File: src/rtl/uart_rx_pkg.sv
// uart_rx_pkg: shared states, limits and frame-length helper for the UART RX timing path
package uart_rx_pkg;
  typedef enum logic [1:0] {IDLE, RUN, DONE} state_t;
  localparam int MIN_PRESCALE = 4;
  localparam int MAX_FRAME_BITS = 12;
  function automatic logic [3:0] frame_len(input logic [1:0] data_sel, input logic par_en, input logic stop2);
    return 4'd7 + {2'b0, data_sel} + {3'b0, par_en} + {3'b0, stop2};
  endfunction
endpackage

File: src/rtl/uart_rx_bit_timer_if.sv
// uart_rx_bit_timer_if: configuration/enable in, counters and strobes out
interface uart_rx_bit_timer_if #(parameter int PRESCALE_W = 6, parameter int BIT_CNT_W = 4);
  logic                  enable;
  logic [PRESCALE_W-1:0] prescale;
  logic [1:0]            data_sel;
  logic                  par_en;
  logic                  stop2;
  logic [PRESCALE_W-1:0] edge_cnt;
  logic [BIT_CNT_W-1:0]  bit_cnt;
  logic                  sample_stb;
  logic [1:0]            sample_idx;
  logic                  bit_done;
  logic                  frame_done;
  logic                  cfg_err;
  modport master (output enable, prescale, data_sel, par_en, stop2,
                  input edge_cnt, bit_cnt, sample_stb, sample_idx, bit_done, frame_done, cfg_err);
  modport slave (input enable, prescale, data_sel, par_en, stop2,
                 output edge_cnt, bit_cnt, sample_stb, sample_idx, bit_done, frame_done, cfg_err);
endinterface

File: src/rtl/uart_rx_sample_decode.sv
// uart_rx_sample_decode: flags the three majority-vote edges centred on mid-bit
module uart_rx_sample_decode #(parameter int W = 6) (
  input  logic [W-1:0] i_ps,
  input  logic [W-1:0] i_edge,
  output logic         o_stb,
  output logic [1:0]   o_idx
);
  logic [W-1:0] w_mid, w_lo, w_hi;
  assign w_mid = i_ps >> 1;
  assign w_lo  = w_mid - W'(1);
  assign w_hi  = w_mid + W'(1);
  // window membership and position within it
  always_comb begin
    o_stb = (i_edge == w_lo) || (i_edge == w_mid) || (i_edge == w_hi);
    o_idx = (i_edge == w_hi) ? 2'd2 : (i_edge == w_mid) ? 2'd1 : 2'd0;
  end
endmodule

File: src/rtl/uart_rx_bit_timer.sv
// uart_rx_bit_timer: per-bit edge counter and per-frame bit counter with shadowed config
module uart_rx_bit_timer
  import uart_rx_pkg::*;
#(parameter int PRESCALE_W = 6, parameter int BIT_CNT_W = 4) (
  input logic clk,
  input logic rst,
  uart_rx_bit_timer_if.slave tmr
);
  state_t                r_state, w_state_n;
  logic [PRESCALE_W-1:0] r_edge_cnt, w_edge_n, r_ps_l, w_ps_n;
  logic [BIT_CNT_W-1:0]  r_bit_cnt, w_bit_n, r_n_l, w_n_n;
  logic                  r_cfg_err, w_err_n;
  logic                  w_legal, w_last_edge, w_last_bit, w_run, w_dec_stb;
  logic [1:0]            w_dec_idx;
  assign w_legal     = tmr.prescale >= PRESCALE_W'(MIN_PRESCALE);
  assign w_last_edge = r_edge_cnt == r_ps_l - PRESCALE_W'(1);
  assign w_last_bit  = r_bit_cnt == r_n_l - BIT_CNT_W'(1);
  assign w_run       = tmr.enable && r_state == RUN;
  uart_rx_sample_decode #(.W(PRESCALE_W)) u_dec (
    .i_ps  (r_ps_l),
    .i_edge(r_edge_cnt),
    .o_stb (w_dec_stb),
    .o_idx (w_dec_idx)
  );
  // state, counters, error flag and config shadows
  always_ff @(posedge clk or posedge rst) begin
    if (rst) begin
      r_state    <= IDLE;
      r_edge_cnt <= '0;
      r_bit_cnt  <= '0;
      r_cfg_err  <= 1'b0;
      r_ps_l     <= '0;
      r_n_l      <= '0;
    end else begin
      r_state    <= w_state_n;
      r_edge_cnt <= w_edge_n;
      r_bit_cnt  <= w_bit_n;
      r_cfg_err  <= w_err_n;
      r_ps_l     <= w_ps_n;
      r_n_l      <= w_n_n;
    end
  end
  // next state: shadow config on frame start, walk edges then bits, park in DONE
  always_comb begin
    w_state_n = r_state;
    w_edge_n  = r_edge_cnt;
    w_bit_n   = r_bit_cnt;
    w_err_n   = r_cfg_err;
    w_ps_n    = r_ps_l;
    w_n_n     = r_n_l;
    if (!tmr.enable) begin
      w_state_n = IDLE;
      w_edge_n  = '0;
      w_bit_n   = '0;
      w_err_n   = 1'b0;
    end else begin
      case (r_state)
        IDLE: begin
          w_ps_n    = tmr.prescale;
          w_n_n     = BIT_CNT_W'(frame_len(tmr.data_sel, tmr.par_en, tmr.stop2));
          w_state_n = w_legal ? RUN : IDLE;
          w_edge_n  = w_legal ? PRESCALE_W'(1) : '0;
          w_bit_n   = '0;
          w_err_n   = !w_legal;
        end
        RUN: begin
          w_edge_n  = !w_last_edge ? r_edge_cnt + PRESCALE_W'(1) : w_last_bit ? r_edge_cnt : '0;
          w_bit_n   = (w_last_edge && !w_last_bit) ? r_bit_cnt + BIT_CNT_W'(1) : r_bit_cnt;
          w_state_n = (w_last_edge && w_last_bit) ? DONE : RUN;
        end
        default: ;
      endcase
    end
  end
  // strobes decoded from registered state only, silenced whenever enable is low
  always_comb begin
    tmr.edge_cnt   = r_edge_cnt;
    tmr.bit_cnt    = r_bit_cnt;
    tmr.cfg_err    = r_cfg_err;
    tmr.sample_stb = w_run && w_dec_stb;
    tmr.sample_idx = (w_run && w_dec_stb) ? w_dec_idx : 2'd0;
    tmr.bit_done   = w_run && w_last_edge && !w_last_bit;
    tmr.frame_done = w_run && w_last_edge && w_last_bit;
  end
endmodule

File: src/flat_wrapper.sv
// flat-port wrapper written by rule: the top's interface ports become plain ports
module uart_rx_bit_timer_flat import uart_rx_pkg::*;
#(parameter int PRESCALE_W = 6, parameter int BIT_CNT_W = 4)
  (clk, rst, tmr_enable, tmr_prescale, tmr_data_sel, tmr_par_en, tmr_stop2, tmr_edge_cnt, tmr_bit_cnt, tmr_sample_stb, tmr_sample_idx, tmr_bit_done, tmr_frame_done, tmr_cfg_err);
  uart_rx_bit_timer_if #(.PRESCALE_W(PRESCALE_W), .BIT_CNT_W(BIT_CNT_W)) tmr_i ();
  input logic clk;
  input logic rst;
  input wire logic [$bits(tmr_i.enable)-1:0] tmr_enable;
  input wire logic [$bits(tmr_i.prescale)-1:0] tmr_prescale;
  input wire logic [$bits(tmr_i.data_sel)-1:0] tmr_data_sel;
  input wire logic [$bits(tmr_i.par_en)-1:0] tmr_par_en;
  input wire logic [$bits(tmr_i.stop2)-1:0] tmr_stop2;
  output wire logic [$bits(tmr_i.edge_cnt)-1:0] tmr_edge_cnt;
  output wire logic [$bits(tmr_i.bit_cnt)-1:0] tmr_bit_cnt;
  output wire logic [$bits(tmr_i.sample_stb)-1:0] tmr_sample_stb;
  output wire logic [$bits(tmr_i.sample_idx)-1:0] tmr_sample_idx;
  output wire logic [$bits(tmr_i.bit_done)-1:0] tmr_bit_done;
  output wire logic [$bits(tmr_i.frame_done)-1:0] tmr_frame_done;
  output wire logic [$bits(tmr_i.cfg_err)-1:0] tmr_cfg_err;
  assign tmr_i.enable = tmr_enable;
  assign tmr_i.prescale = tmr_prescale;
  assign tmr_i.data_sel = tmr_data_sel;
  assign tmr_i.par_en = tmr_par_en;
  assign tmr_i.stop2 = tmr_stop2;
  assign tmr_edge_cnt = tmr_i.edge_cnt;
  assign tmr_bit_cnt = tmr_i.bit_cnt;
  assign tmr_sample_stb = tmr_i.sample_stb;
  assign tmr_sample_idx = tmr_i.sample_idx;
  assign tmr_bit_done = tmr_i.bit_done;
  assign tmr_frame_done = tmr_i.frame_done;
  assign tmr_cfg_err = tmr_i.cfg_err;
  uart_rx_bit_timer #(.PRESCALE_W(PRESCALE_W), .BIT_CNT_W(BIT_CNT_W)) u_core (.clk(clk), .rst(rst), .tmr(tmr_i));
endmodule
File: config.mk
export PLATFORM = sky130hd
export DESIGN_NAME = uart_rx_bit_timer_flat
export DESIGN_NICKNAME = d
export VERILOG_FILES = /design/src/rtl/uart_rx_pkg.sv /design/src/rtl/uart_rx_bit_timer_if.sv /design/src/rtl/uart_rx_sample_decode.sv /design/src/rtl/uart_rx_bit_timer.sv /design/src/flat_wrapper.sv
export SDC_FILE = /design/constraint.sdc
export NUM_CORES = 1
export LEC_CHECK = 0
export ABC_AREA = 1
export CORE_AREA = 2 2 62 64
export DETAILED_ROUTE_END_ITERATION = 10
export DIE_AREA = 0 0 64 66
export GPL_ROUTABILITY_DRIVEN = 0
export PLACE_DENSITY = 0.77
export SLEW_MARGIN = 20
export SYNTH_ARGS = -nofsm -noshare
export SYNTH_HDL_FRONTEND = slang
export SYNTH_SLANG_ARGS = --single-unit
File: constraint.sdc
create_clock -name clk -period 1.9 [get_ports clk]
set_input_delay 0.285 -clock clk [delete_from_list [all_inputs] [get_ports clk]]
set_output_delay 0.285 -clock clk [all_outputs]
set_load 0.005 [all_outputs]
==> flow_summary.ini, run 1 <==
[finish]
area_growth_pct = 53.6
nets = 390
final_cells = 413
antennaDiodeCount = 0
layout-drive-gt1-share = 0.337

[detailed_routing]
dr_wl_met3_um = 188
finalWirelength_mm = 5.48
drc_errors = 0
firstDrtPassIters = 4
drtAntennaViolNets = 0
first_iter_violations = 135
wl_met2_mm = 2.94
via_per_inst = 5.19
vias = 2142
wl_per_cell_um = 13.3
maxUsedRoutingLayer = met4
wl_met1_mm = 2.24

[sta]
finalCritPeriodShare = 1.20
skew_ns = 0.00646
fin_setup_tns_ns = -1.70
relSlewSlack = 0.772
layout_setup_ws_ns = -0.383
hold_violations = 0
fmax_mhz = 438
hold_ws_ns = 0.294
worstMarginPinSlew_ns = 0.341
finalMaxSlewViolations = 0
rsz0062_at_grt = true
finalCriticalPeriod_ns = 2.28
setup_viol = 12

[critical_path]
crit_path_top_delay_cell = dfrtp_1
endpoint_kind = output pin
start_kind = flip-flop
critical_path_arrival_ns = 2.00
path_class = flip-flop to output pin
r2r_slack_ns = -0.02
required_ns = 1.62
reg2reg_depth = 15
crit_family = buffers and inverters
path_cells = buf_4 -> buf_6 -> xnor2_2 -> o2111ai_1 -> nor2_1 -> nand2_1 -> buf_6 -> buf_4 -> a21oi_2 -> buf_2
crit_buf_inv = 5
cp_max_fo = 3
rr_startpoint = u_core.r_ps_l[1]$_DFFE_PP0P_
critPathLaunch = u_core.r_ps_l[1]$_DFFE_PP0P_
reg2reg_to = u_core.tmr.edge_cnt[4]$_DFFE_PP0P_
cp_slowest_stage_delay_ns = 0.42

[synthesis]
ys_ff_latch = 23
syn-instance-count = 269
mappedNetlistArea_sq_um = 1870
synth_nets = 293
yosys_warnings = 0
synth_cell_types = 33
synth_edf_count = 0
async_reset_ff_frac = 1.00
synth_ff_type = dfrtp_1
synth_seq_area_share = 0.307
synth_area_per_cell_sq_um = 6.96

[global_routing]
grt_max_degree = 24
gr-usage-all-layers = 0.284
antenna_found_initial = 0
grt-ovfl-total = 0
grt_pass1_vias = 2103
grt_pass1_wl_mm = 9.40

[clock_tree]
cts_root_buffer = clkbuf_4
numCtsBuffers = 3
clock-sinks = 23
insertion_delay_ns = 0.32
cts_max_path_buffers = 2
cts_tree = yes
clk_pin_slew_ns = 0.14
htreeDepth = 1

[power_and_ir_drop]
pwr-share-seq = 0.285
power.switching_uw = 889
p_clk_frac = 0.112
p_int_mw = 1.28
comb_power_share = 0.603
powerDensity_nw_per_um2 = 753
swShare = 0.411
vdd_drop_max_uv = 482
p_leak_nw = 1.50
finalPower_mw = 2.17

[placement]
dp_hpwl_mm = 3.79
io_buffers = 28
dp_cells = 390

[die]
initial_core_util = 0.527
dieArea_sq_um = 4220
io_pins = 29
rows = 22
core-area_sq_um = 3550
die_x_um = 64
chipHeight_um = 66

[flow_run]
drv_cap = 0

[worst_hold_path]
worstHoldPathType = primary input to async pin

[status]
run_status = finished, violations left
violations = setup timing
[registers in the layout (all words and copies together) (netlist names)]
signal,cells
u_core.r_state,2
u_core.tmr.cfg_err,1
u_core.tmr.bit_cnt,4
u_core.tmr.edge_cnt,6
u_core.r_ps_l,6
u_core.r_n_l,4
[cell type report]
| class | count | area (sq um) |
|---|---|---|
| fill | 235 | 676 |
| multi-input combinational | 201 | 1260 |
| clock buffer | 4 | 26.3 |
| timing repair buffer | 96 | 795 |
| sequential | 23 | 582 |
| inverter | 41 | 156 |
| tap | 48 | 60.1 |
[power groups by stage]
stage / Combinational, mW / Clock, mW / Sequential, mW
4_1_cts: 1.22 / 0.246 / 0.614
5_1_grt: 1.43 / 0.267 / 0.624
3_3_place_gp: 0.982 / 0 / 0.624
3_5_place_dp: 1.01 / 0 / 0.629
2_1_floorplan: 0.614 / 0 / 0.616
6_report: 1.31 / 0.243 / 0.616
[synth_stat cells, types with 2 or more instances]
library cell,instances,share of area
nand2_2,2,0.0067
xnor2_1,10,0.047
nand2_4,2,0.012
a21oi_1,2,0.0053
ha_1,10,0.067
inv_2,3,0.0060
nor2_2,3,0.010
inv_1,38,0.076
o21ai_0,13,0.035
xor2_1,8,0.037
nand3_1,17,0.045
nor2_1,20,0.040
nand3_2,2,0.011
dfrtp_1,23,0.31
nand2_1,88,0.18
nor4_1,2,0.0067
nand4_1,9,0.030
buf_2,2,0.0053
[worst register-to-register path, cell delays in order, from the launching register on]
cell	delay (ns)
dfrtp_1	0.39
inv_2	0.06
buf_6	0.11
ha_4	0.26
inv_2	0.03
nand2_2	0.06
nand2_2	0.05
nor2_2	0.09
nand3_2	0.09
nor2_4	0.15
buf_4	0.13
buf_4	0.12
nand4_4	0.09
nand2_4	0.13
nand2_1	0.06
nand2_1	0.06
[metrics by stage]
| stage | setup WS, ns | utilization | cell area, sq um |
|---|---|---|---|
| after global placement | -0.302 | 0.721 | 2560 |
| after detailed placement | -0.387 | 0.721 | 2560 |
| final | -0.383 | 0.810 | 2880 |
| after floorplan | 0.165 | - | 1870 |
| after CTS | -0.350 | 0.788 | 2800 |
| after global routing | -0.489 | 0.810 | 2880 |
[per-layer routing]
layer  global-route usage  up-vias
met3               0.0273       14
met4                0.106        0
met5                    0        -
met1                0.332     1026
met2                0.535       57
li1                     -     1045
[worst max-delay path by stage]
stage,end,slack (ns),cells past startpoint
floorplan,tmr_bit_done,0.17,9
global placement,tmr_frame_done,-0.30,11
finish,tmr_sample_idx[1],-0.38,10
detailed placement,tmr_frame_done,-0.39,11
global route,tmr_sample_idx[1],-0.49,10
CTS,tmr_frame_done,-0.35,12
[cells by family (layout without fill, tap and decap cells)]
family / after synthesis / after routing / share of synthesized area
simple gates: 152 / 152 / 0.377
fa+ha+maj: 11 / 11 / 0.0775
buf+inv: 45 / 141 / 0.0936
flops: 23 / 23 / 0.307
xor+xnor: 18 / 18 / 0.0842
compound gates: 20 / 20 / 0.0602
[what timing repair did]
| action | 4_1_cts | 5_1_grt |
|---|---|---|
| resized for setup | 46 | 18 |
| setup endpoints to repair | 5 | 15 |
| hold buffers | 0 | 0 |
| pin swaps | 16 | 15 |
| setup buffers | 17 | 3 |
[cells in the final DEF, fill, tap and decap left out, types with 8 or more instances in the layout]
master	n
nand2_2	11
dfrtp_1	18
xor2_1	8
o21ai_0	13
buf_4	62
nand3_1	16
nor2_1	17
nand2_1	78
nand4_1	9
clkdlybuf4s50_1	23
inv_1	35
No activity file was read; power rests on OpenSTA's default activity.
==> run 2: changes to the inputs <==
CORE_AREA = 5 5 65 67   (was 2 2 62 64)
DIE_AREA = 0 0 70 72   (was 0 0 64 66)
MAX_ROUTING_LAYER = met4   (was default)
==> run 2 against run 1 <==
Net effect:
- the run still ends with setup timing left
- non-clock buffer count is 16 lower
- sequential cell count unchanged
- highest routed layer unchanged
- power fell by 0.41%
- worst setup slack improved by 0.044 ns
==> flow_summary.ini, run 2 (synthesized netlist as in run 1, its figures left out) <==
[power_and_ir_drop]
p_leak_nw = 1.44
power.switching_uw = 919
finalPower_mw = 2.16
swShare = 0.426
pwr-share-seq = 0.299
vdd_drop_max_uv = 524
comb_power_share = 0.585
powerDensity_nw_per_um2 = 767
p_int_mw = 1.24
p_clk_frac = 0.116

[die]
io_pins = 29
die_x_um = 70
initial_core_util = 0.523
rows = 22
dieArea_sq_um = 5040
chipHeight_um = 72
core-area_sq_um = 3580

[clock_tree]
numCtsBuffers = 3
cts_root_buffer = clkbuf_4
clk_pin_slew_ns = 0.14
postCtsHoldBufs = 0
htreeDepth = 1
clock-sinks = 23
cts_max_path_buffers = 2
cts_tree = yes
insertion_delay_ns = 0.33

[sta]
fin_setup_tns_ns = -1.32
relSlewSlack = 0.768
fmax_mhz = 447
setup_viol = 7
rsz0062_at_grt = true
layout_setup_ws_ns = -0.339
finalCritPeriodShare = 1.18
worstMarginPinSlew_ns = 0.347
hold_violations = 0
finalCriticalPeriod_ns = 2.24
skew_ns = 0.00284
finalMaxSlewViolations = 0

[critical_path]
start_kind = flip-flop
cp_max_fo = 4
crit_family = simple AND/OR/NAND/NOR gates
r2r_slack_ns = -0.03
rr_startpoint = u_core.r_ps_l[1]$_DFFE_PP0P_
critical_path_arrival_ns = 1.95
required_ns = 1.62
crit_path_top_delay_cell = dfrtp_1
cp_slowest_stage_delay_ns = 0.42
crit_buf_inv = 4
path_cells = inv_4 -> ha_4 -> inv_2 -> nand2_1 -> nand2_1 -> nor2_2 -> nand3_2 -> nor2_4 -> buf_6 -> nand3_4 -> nor2_4 -> buf_2
reg2reg_to = u_core.tmr.bit_cnt[0]$_DFFE_PP0P_
path_class = flip-flop to output pin
reg2reg_depth = 15
endpoint_kind = output pin

[finish]
layout-drive-gt1-share = 0.321
utilization = 0.786
mostFrequentLayoutCell = nand2_1
area_growth_pct = 50.3
antennaDiodeCount = 0
nets = 374
layout_common_cells = nand2_1 (77), buf_4 (48), inv_1 (33)
fill_cells = 256

[global_routing]
grt_pass1_wl_mm = 8.87
antenna_found_initial = 0
grt_pass1_vias = 1987
gr-usage-all-layers = 0.226
grt-ovfl-total = 0
grt_max_degree = 24

[flow_run]
drv_cap = 0

[worst_hold_path]
worstHoldPathType = primary input to async pin

[status]
violations = setup timing
run_status = finished, violations left

[detailed_routing]
finalWirelength_mm = 5.42
wl_per_cell_um = 13.7
first_iter_violations = 154
vias = 2059
drc_errors = 0
firstDrtPassIters = 5
drtAntennaViolNets = 0
via_per_inst = 5.19

[placement]
dp_hpwl_mm = 3.90
io_buffers = 28
## run 2: cell types whose count changed in the layout (fill, tap and decap cells not counted), moves of 2 or more
cell	before	now
ha_1	7	5
buf_6	6	4
a21oi_2	2	0
ha_4	3	5
buf_4	62	48
inv_1	35	33
## run 2: layout make-up
type	count	area (sq um)	area share
tap	48	60.1	0.0213
clock inverter	1	7.51	0.00267
sequential	23	581	0.206
clock buffer	3	22.5	0.00800
timing repair buffer	80	664	0.236
multi-input combinational	201	1320	0.469
inverter	41	159	0.0565
## run 2: how the worst max path moves through the flow
| stage | start | end | slack (ns) | depth (start not counted) |
|---|---|---|---|---|
| after CTS | u_core.r_ps_l[1]$_DFFE_PP0P_ | tmr_frame_done | -0.27 | 11 |
| after detailed placement | u_core.r_ps_l[1]$_DFFE_PP0P_ | tmr_frame_done | -0.32 | 11 |
| after floorplan | u_core.r_ps_l[1]$_DFFE_PP0P_ | tmr_bit_done | 0.17 | 9 |
| final | u_core.r_ps_l[1]$_DFFE_PP0P_ | tmr_bit_done | -0.34 | 12 |
| after global routing | u_core.r_ps_l[1]$_DFFE_PP0P_ | tmr_frame_done | -0.45 | 11 |
| after global placement | u_core.r_ps_l[1]$_DFFE_PP0P_ | tmr_frame_done | -0.30 | 11 |
## run 2: power groups by stage
stage / logic, mW / registers [mW] / clock network (mW)
after floorplan: 0.614 / 0.616 / 0
after global routing: 1.38 / 0.649 / 0.281
after CTS: 1.11 / 0.636 / 0.255
final: 1.26 / 0.644 / 0.251
after detailed placement: 0.983 / 0.631 / 0
after global placement: 0.955 / 0.629 / 0
## run 2: stage by stage
stage | instance area, sq um | hold WS (ns) | instances | worst slack [ns]
CTS | 2690 | 0.309 | 395 | -0.271
finish | 2810 | 0.286 | 397 | -0.339
detailed placement | 2540 | 0.483 | 387 | -0.322
global placement | 2540 | 0.490 | 387 | -0.296
global route | 2810 | 0.321 | 397 | -0.454
floorplan | 1870 | 0.287 | 269 | 0.165
## run 2: repair_timing
action / in CTS / in global routing
endpoints found under the setup margin: 5 / 15
gates cloned: 0 / 0
pin swaps: 15 / 9
setup buffers: 5 / 4
resized for setup: 44 / 25
hold endpoints to repair: 0 / 0
## run 2: tightest hold or removal path, stage by stage
cell and delay, ns:
clkdlybuf4s50_1 0.40, inv_1 0.05, buf_4 0.29
## run 2: layer usage
layer | global-route usage | part of all wire | routed length (um) | vias up
li1 | - | - | - | 1011
met1 | 0.260 | 0.41 | 2200 | 964
met2 | 0.377 | 0.50 | 2730 | 64
met3 | 0.0540 | 0.050 | 272 | 20
met4 | 0.104 | 0.039 | 210 | 0
met5 | - | 0 | 0 | -
==> run 3: changes to the inputs <==
CTS_BUF_LIST = sky130_fd_sc_hd__clkbuf_16   (was default)
==> run 3 against run 2 <==
Net effect:
- the flow still finishes with violations (setup timing)
- combinational power about the same
- clock-buffer cell count unchanged
- sequential share of layout area down 0.33 points
- die area unchanged
- fmax up 4.6%
- core utilization up 1.3 points
- largest cell class unchanged
==> flow_summary.ini, run 3 (synthesized netlist as in run 1, its figures left out) <==
[die]
chipHeight_um = 72
io_pins = 29
die_x_um = 70
initial_core_util = 0.523
core-area_sq_um = 3580
dieArea_sq_um = 5040
rows = 22

[clock_tree]
cts_tree = yes
clock-sinks = 23
cts_root_buffer = clkbuf_16
numCtsBuffers = 3
postCtsHoldBufs = 0
clk_pin_slew_ns = 0.07
insertion_delay_ns = 0.26
cts_max_path_buffers = 2
htreeDepth = 1

[finish]
layout-drive-gt1-share = 0.329
area_growth_pct = 52.7
final_area_sq_um = 2860
layout_common_cells = nand2_1 (75), buf_4 (51), inv_1 (34)
utilization = 0.799
mostFrequentLayoutCell = nand2_1
antennaDiodeCount = 0
nets = 375
fill_cells = 240

[sta]
finalMaxSlewViolations = 0
finalCriticalPeriod_ns = 2.14
hold_violations = 0
rsz0062_at_grt = true
relSlewSlack = 0.722
worstMarginPinSlew_ns = 0.413
finalCritPeriodShare = 1.13
skew_ns = 0.00207
setup_viol = 9
fmax_mhz = 467
layout_setup_ws_ns = -0.241

[placement]
place_area_sq_um = 2540
dp_hpwl_mm = 3.90
io_buffers = 28

[critical_path]
required_ns = 1.62
endpoint_kind = output pin
path_class = flip-flop to output pin
crit_family = simple AND/OR/NAND/NOR gates
crit_path_top_delay_cell = dfrtp_1
r2r_slack_ns = -0.08
cp_common_cell = nand2_1
cp_max_fo = 4
critical_path_arrival_ns = 1.86
crit_buf_inv = 2
path_cells = inv_4 -> ha_4 -> nand2_4 -> nor2_2 -> nand2_1 -> nand2_1 -> nand2_2 -> nor2_4 -> nand4_1 -> nor2_1 -> buf_2
cp_slowest_stage_delay_ns = 0.41
start_kind = flip-flop

[status]
violations = setup timing
run_status = finished, violations left

[detailed_routing]
finalWirelength_mm = 5.98
via_per_inst = 5.36
firstDrtPassIters = 4
drc_errors = 0
vias = 2133
first_iter_violations = 145
wl_per_cell_um = 15.0
drtAntennaViolNets = 0

[power_and_ir_drop]
vdd_drop_max_uv = 558
powerDensity_nw_per_um2 = 843
p_leak_nw = 1.46

[global_routing]
gr-usage-all-layers = 0.247
grt_max_degree = 24
antenna_found_initial = 0
grt_pass1_vias = 2140
grt-ovfl-total = 0
grt_pass1_wl_mm = 9.64

[flow_run]
drv_cap = 0

[worst_hold_path]
worstHoldPathType = primary input to async pin
## run 3: cell count changes in the layout (fill, tap and decap cells not counted), sizes merged
cell,previous run,this run
buf,56,57
## run 3: area by class of cell
| type | instances | area (sq um) | area share |
|---|---|---|---|
| Tap cell | 48 | 60.1 | 0.0210 |
| Inverter | 41 | 159 | 0.0556 |
| Sequential cell | 23 | 581 | 0.203 |
| Multi-Input combinational cell | 201 | 1310 | 0.459 |
| Timing Repair Buffer | 81 | 664 | 0.232 |
| Clock buffer | 3 | 75.1 | 0.0263 |
| Clock inverter | 1 | 7.51 | 0.00263 |
## run 3: per-layer routing
metal  up-vias  GRT usage  share of wire
met1       998      0.274           0.38
met5         -          -              0
met2        96      0.426           0.51
met3        32     0.0499          0.064
met4         0      0.119          0.047
li1       1007          -              -
## run 3: what timing repair did
action,in CTS,in global routing
gates resized for setup,44,24
pin swaps,16,14
setup endpoints to repair,5,15
setup buffers,5,3
## run 3: report_power, final
group	internal [mW]	switching (mW)	total, mW	leakage (nW)
sequential	0.556	0.0913	0.647	0.292
clock	0.286	0.194	0.480	0.0371
combinational	0.599	0.685	1.28	1.14
## run 3: worst min-delay path, delay by kind of cell
family / cells / cell delay, ns
buffers and inverters: 3 / 0.75
## run 3: stage by stage
stage	hold WS [ns]	TNS, ns	worst slack [ns]	power [mW]	std cells
after floorplan	0.287	0	0.165	1.23	269
after global placement	0.490	-1.27	-0.296	1.58	387
after detailed placement	0.483	-1.57	-0.322	1.61	387
after CTS	0.401	-0.511	-0.178	2.23	395
after global routing	0.431	-2.22	-0.369	2.56	398
final	0.383	-1.06	-0.241	2.41	398
## run 3: final timing paths
| kind | endpoint | start | cells past startpoint |
|---|---|---|---|
| max in group asynchronous | u_core.tmr.edge_cnt[1]$_DFFE_PP0P_ | rst | 3 |
| setup / recovery | tmr_frame_done | u_core.r_ps_l[1]$_DFFE_PP0P_ | 11 |
| hold reg to reg | u_core.tmr.cfg_err$_DFFE_PP0P_ | u_core.tmr.cfg_err$_DFFE_PP0P_ | 2 |
| setup reg to reg | u_core.tmr.bit_cnt[0]$_DFFE_PP0P_ | u_core.r_ps_l[1]$_DFFE_PP0P_ | 15 |
| hold / removal | u_core.r_ps_l[3]$_DFFE_PP0P_ | rst | 3 |
| min in group clk | u_core.tmr.cfg_err$_DFFE_PP0P_ | u_core.tmr.cfg_err$_DFFE_PP0P_ | 2 |
